### config.mk
export PLATFORM = sky130hd
export DESIGN_NAME = rs_issue_scheduler
export DESIGN_NICKNAME = d
export VERILOG_FILES = /design/src/rtl/rs_issue_scheduler.sv
export SDC_FILE = /design/constraint.sdc
export NUM_CORES = 1
export LEC_CHECK = 0
export BUFFER_PORTS_ARGS = -buffer_cell sky130_fd_sc_hd__buf_2
export CELL_PAD_IN_SITES_DETAIL_PLACEMENT = 0
export CELL_PAD_IN_SITES_GLOBAL_PLACEMENT = 2
export CORE_ASPECT_RATIO = 1.5
export CORE_MARGIN = 2
export CORE_UTILIZATION = 29
export DETAILED_ROUTE_END_ITERATION = 6
export HOLD_SLACK_MARGIN = 0.02
export PLACE_DENSITY_LB_ADDON = 0.1
export SYNTH_ARGS = -nofsm -noshare
export SYNTH_HDL_FRONTEND = slang
export SYNTH_SLANG_ARGS = --single-unit
### constraint.sdc
create_clock -name clk_i -period 2.9 [get_ports clk_i]
set_input_delay 0.435 -clock clk_i [delete_from_list [all_inputs] [get_ports clk_i]]
set_output_delay 0.435 -clock clk_i [all_outputs]
set_load 0.1 [all_outputs]
### src/rtl/rs_issue_scheduler.sv
// Reservation-station slot scheduler: lowest-free-slot allocation plus
// oldest-ready-first issue selection tracked by a pairwise age matrix.
module rs_issue_scheduler #(
    parameter int NUM_RS = 4,
    parameter int CNT_W  = $clog2(NUM_RS + 1)
) (
    input  logic              clk_i,
    input  logic              reset_i,
    input  logic              needToRestore_i,
    input  logic              alloc_req_i,
    output logic [NUM_RS-1:0] alloc_gnt_o,
    output logic              full_o,
    input  logic [NUM_RS-1:0] rs_ready_i,
    input  logic              stall_i,
    output logic [NUM_RS-1:0] issue_gnt_o,
    output logic              issue_valid_o,
    output logic              issue_fire_o,
    output logic [CNT_W-1:0]  occupancy_o
);

    logic [NUM_RS-1:0]             r_valid;
    logic [NUM_RS-1:0][NUM_RS-1:0] r_older;
    logic [CNT_W-1:0]              r_occ;

    logic                          w_block;
    logic                          w_found;
    logic [NUM_RS-1:0]             w_alloc_gnt;
    logic [NUM_RS-1:0]             w_cand;
    logic [NUM_RS-1:0]             w_issue_gnt;
    logic                          w_alloc_any;
    logic                          w_fire;
    logic [NUM_RS-1:0]             w_valid_next;
    logic [NUM_RS-1:0][NUM_RS-1:0] w_older_next;

    assign w_block = reset_i | needToRestore_i;
    assign w_cand  = r_valid & rs_ready_i;

    // Lowest-index free slot; a slot freed this cycle is still marked valid,
    // so it only becomes grantable once the issue has been registered.
    always_comb begin
        w_alloc_gnt = '0;
        w_found     = 1'b0;
        if (alloc_req_i && !w_block) begin
            for (int k = 0; k < NUM_RS; k++) begin
                if (!w_found && !r_valid[k]) begin
                    w_alloc_gnt[k] = 1'b1;
                    w_found        = 1'b1;
                end
            end
        end
    end

    always_comb begin
        w_issue_gnt = '0;
        if (!w_block) begin
            for (int k = 0; k < NUM_RS; k++) begin
                w_issue_gnt[k] = w_cand[k];
                for (int i = 0; i < NUM_RS; i++) begin
                    if (i != k && w_cand[i] && r_older[i][k]) begin
                        w_issue_gnt[k] = 1'b0;
                    end
                end
            end
        end
    end

    assign w_alloc_any = |w_alloc_gnt;
    assign w_fire      = (|w_issue_gnt) & ~stall_i;

    // Issue clearing is applied after allocation so a slot leaving this cycle
    // never ends up recorded as older than the newcomer.
    always_comb begin
        w_valid_next = r_valid;
        w_older_next = r_older;
        for (int k = 0; k < NUM_RS; k++) begin
            if (w_alloc_gnt[k]) begin
                w_valid_next[k] = 1'b1;
                for (int i = 0; i < NUM_RS; i++) begin
                    w_older_next[i][k] = (i != k) && r_valid[i];
                    w_older_next[k][i] = 1'b0;
                end
            end
        end
        if (w_fire) begin
            for (int k = 0; k < NUM_RS; k++) begin
                if (w_issue_gnt[k]) begin
                    w_valid_next[k] = 1'b0;
                    for (int i = 0; i < NUM_RS; i++) begin
                        w_older_next[i][k] = 1'b0;
                        w_older_next[k][i] = 1'b0;
                    end
                end
            end
        end
    end

    always_ff @(posedge clk_i) begin
        if (reset_i || needToRestore_i) begin
            r_valid <= '0;
            r_older <= '0;
            r_occ   <= '0;
        end else begin
            r_valid <= w_valid_next;
            r_older <= w_older_next;
            if (w_alloc_any && !w_fire) begin
                r_occ <= r_occ + CNT_W'(1);
            end else if (w_fire && !w_alloc_any) begin
                r_occ <= r_occ - CNT_W'(1);
            end
        end
    end

    // The occupancy counter must never be asked to step past its range.
    always_ff @(posedge clk_i) begin
        if (!w_block) begin
            assert (!(w_alloc_any && !w_fire && r_occ == CNT_W'(NUM_RS)));
            assert (!(w_fire && !w_alloc_any && r_occ == '0));
            assert ($onehot0(w_issue_gnt));
        end
    end

    assign alloc_gnt_o   = w_alloc_gnt;
    assign full_o        = &r_valid;
    assign issue_gnt_o   = w_issue_gnt;
    assign issue_valid_o = |w_issue_gnt;
    assign issue_fire_o  = w_fire;
    assign occupancy_o   = r_occ;

endmodule

==> results.yml <==
global_route:
  overflow: 0
  grt_pass1_wl_um: 4930
  grt_max_degree: 12
  antenna_found_initial: 0
  grt_pass1_vias: 1006
  grt_use_total: 0.164
route:
  via_count: 1031
  route.detailed.drc: 0
  ant_nets: 0
  firstDrtPassIters: 4
  routedWlPerCell_um: 16.1
  wl_um: 3120
  viasPerCell: 5.31
  initialDrtViolationCount: 46
clock_network:
  clockRootBuffer: "clkbuf_8"
  ctsResizeCount: 0
  clock_sinks: 19
  clk_pin_slew_worst_paths_ps: 80
  hold_buffers: 0
  clk_latency_ps: 270
  tritoncts: "yes"
  numCtsBuffers: 3
  post-cts-setup-buffers: 0
  cts_max_level: 1
  cts.path.max_buffers: 2
layout:
  final.fill_count: 381
  stdcell_count: 194
  drive_above_1_share: 0.250
  fin_nets: 164
  utilization: 0.363
  syn2layout_area_growth_pct: 20.5
  antenna_cells: 0
floorplan:
  die_h_um: 76.6
  core-area_um2: 3380
  die-area_um2: 4020
  pin_count: 23
  fp.dieW_um: 52.4
  row_count: 26
  initial_core_util: 0.301
placed_design:
  post-place-ws_ps: 296
  dp_cells: 190
  hpwlAfterDp_um: 2480
  gp_congestion: 0.873
  port-buffer-count: 22
logic_synthesis:
  async_flop_share: 0
  ys_ff_latch: 19
  ys_types: 33
  yosys_warnings: 0
  netlist_top_cells_area: "dfxtp_1, nor2_1, nand3_1"
  seq_area_frac_synth: 0.373
  synth_area_per_cell_um2: 7.84
  ys_top_cells_by_count: "nor2_1, dfxtp_1, nand3_1"
  synth_area_um2: 1020
  synth_top_area_frac: 0.373
  synth-edff-count: 0
  yosysTopAreaCell: "dfxtp_1"
  synth_fp_nets: 141
  syn_inst: 130
  yosysMostFrequentCell: "nor2_1"
  synth_flop_cell: "dfxtp_1"
status:
  status: "finished, final reports clean"
sta:
  finalMaxSlewViolations: 0
  setup_tns_ps: 0
  finalCritPeriodShare: 0.912
  clock_skew_ps: 7.31
  max_slew.worst_pin.slew_ps: 763
  rsz0062_at_grt: "no"
  hold_viol: 0
  setup_violations: 0
  setup_slack_ps: 256
  slew_headroom: 0.486
  max_clock_freq_mhz: 378
  layout_min_cycle_time_ps: 2640
power_and_ir_drop:
  p_total_mw: 0.525
  vdd_drop_max_uv: 251
  p_per_area_nw_per_um2: 428
  leakage_nw: 0.477
setup_path:
  worstSetupPathType: "reg -> reg"
  cp.arrival_ps: 2850
  crit_fanout: 11
  end_kind: "flip-flop"
  reg2regPathDepth: 10
  start_kind: "flip-flop"
  required_ps: 3100
  reg2reg_slack_ps: 260
worst_hold_path:
  hold_depth: 3
  hp-class: "in -> reg"
run:
  drv_cap: 0
-- logic make-up after synthesis --
| logic type | synth area share |
|---|---|
| AND/OR/NAND/NOR | 0.382 |
| flip-flops | 0.373 |
| buffers and inverters | 0.0417 |
| XOR/XNOR | 0.0172 |
| adder cells (fa/ha/maj) | 0.0319 |
| multiplexers | 0.00982 |
| AO/OA/AOI/OAI | 0.145 |
-- cell usage in the layout (no fill, tap or decap), drive strengths merged, types with 2 or more instances in the layout --
cell,instances
buf,24
or3,2
nand2,9
dfxtp,19
or2,2
nor3,10
nor2,27
xor2,2
nand4b,4
o21ai,5
nand3,12
clkbuf,3
a21oi,9
o22ai,5
inv,3
-- power breakdown --
group	switching, mW	leakage [nW]	total, mW	internal, mW
logic	0.0443	0.298	0.0627	0.0184
clock network	0.0975	0.0255	0.193	0.0959
registers	0.00502	0.154	0.269	0.264
total	0.147	0.477	0.525	0.379
-- layout make-up --
class	instances	area, um^2	area share
clock buffer	3	41.3	0.0336
clock inverter	1	5.00	0.00407
multi-input combinational	102	613	0.499
inverter	3	11.3	0.00916
timing repair buffer	24	125	0.102
tap	42	52.6	0.0428
sequential	19	380	0.310
-- per-stage QoR --
| stage | area (um^2) | hold slack, ps |
|---|---|---|
| 2_1_floorplan | 1040 | 457 |
| 3_3_place_gp | 1180 | 468 |
| 3_5_place_dp | 1180 | 487 |
| 4_1_cts | 1230 | 467 |
| 5_1_grt | 1230 | 501 |
| 6_report | 1230 | 473 |
-- worst max-delay path, stage by stage, from the launching register on --
cell	delay (ps)
dfxtp_1	620
nand3_1	150
nand4b_1	190
and4_1	260
or2_2	130
ha_1	170
inv_1	60
fa_1	370
xor2_1	160
or3_1	320
a21oi_1	150
-- routing by layer --
| layer | up-vias | track usage | share of wire |
|---|---|---|---|
| met3 | 9 | 0.0294 | 0.069 |
| met5 | - | 0 | 0 |
| met1 | 470 | 0.201 | 0.40 |
| met2 | 46 | 0.270 | 0.50 |
| li1 | 506 | - | - |
| met4 | 0 | 0.0744 | 0.028 |
-- worst paths after layout --
kind / from / endpoint
worst max-delay path: r_valid[0] / occupancy_o[2]
worst min register to register: occupancy_o[2] / occupancy_o[2]
worst min-delay path: stall_i / r_older[6]
worst max register to register: r_valid[0] / occupancy_o[2]
-- flip-flops by register name (all words and copies together), names as in the netlist --
signal / flops
occupancy_o: 3
r_older: 12
r_valid: 4
Power figures use the tool's default switching activity.
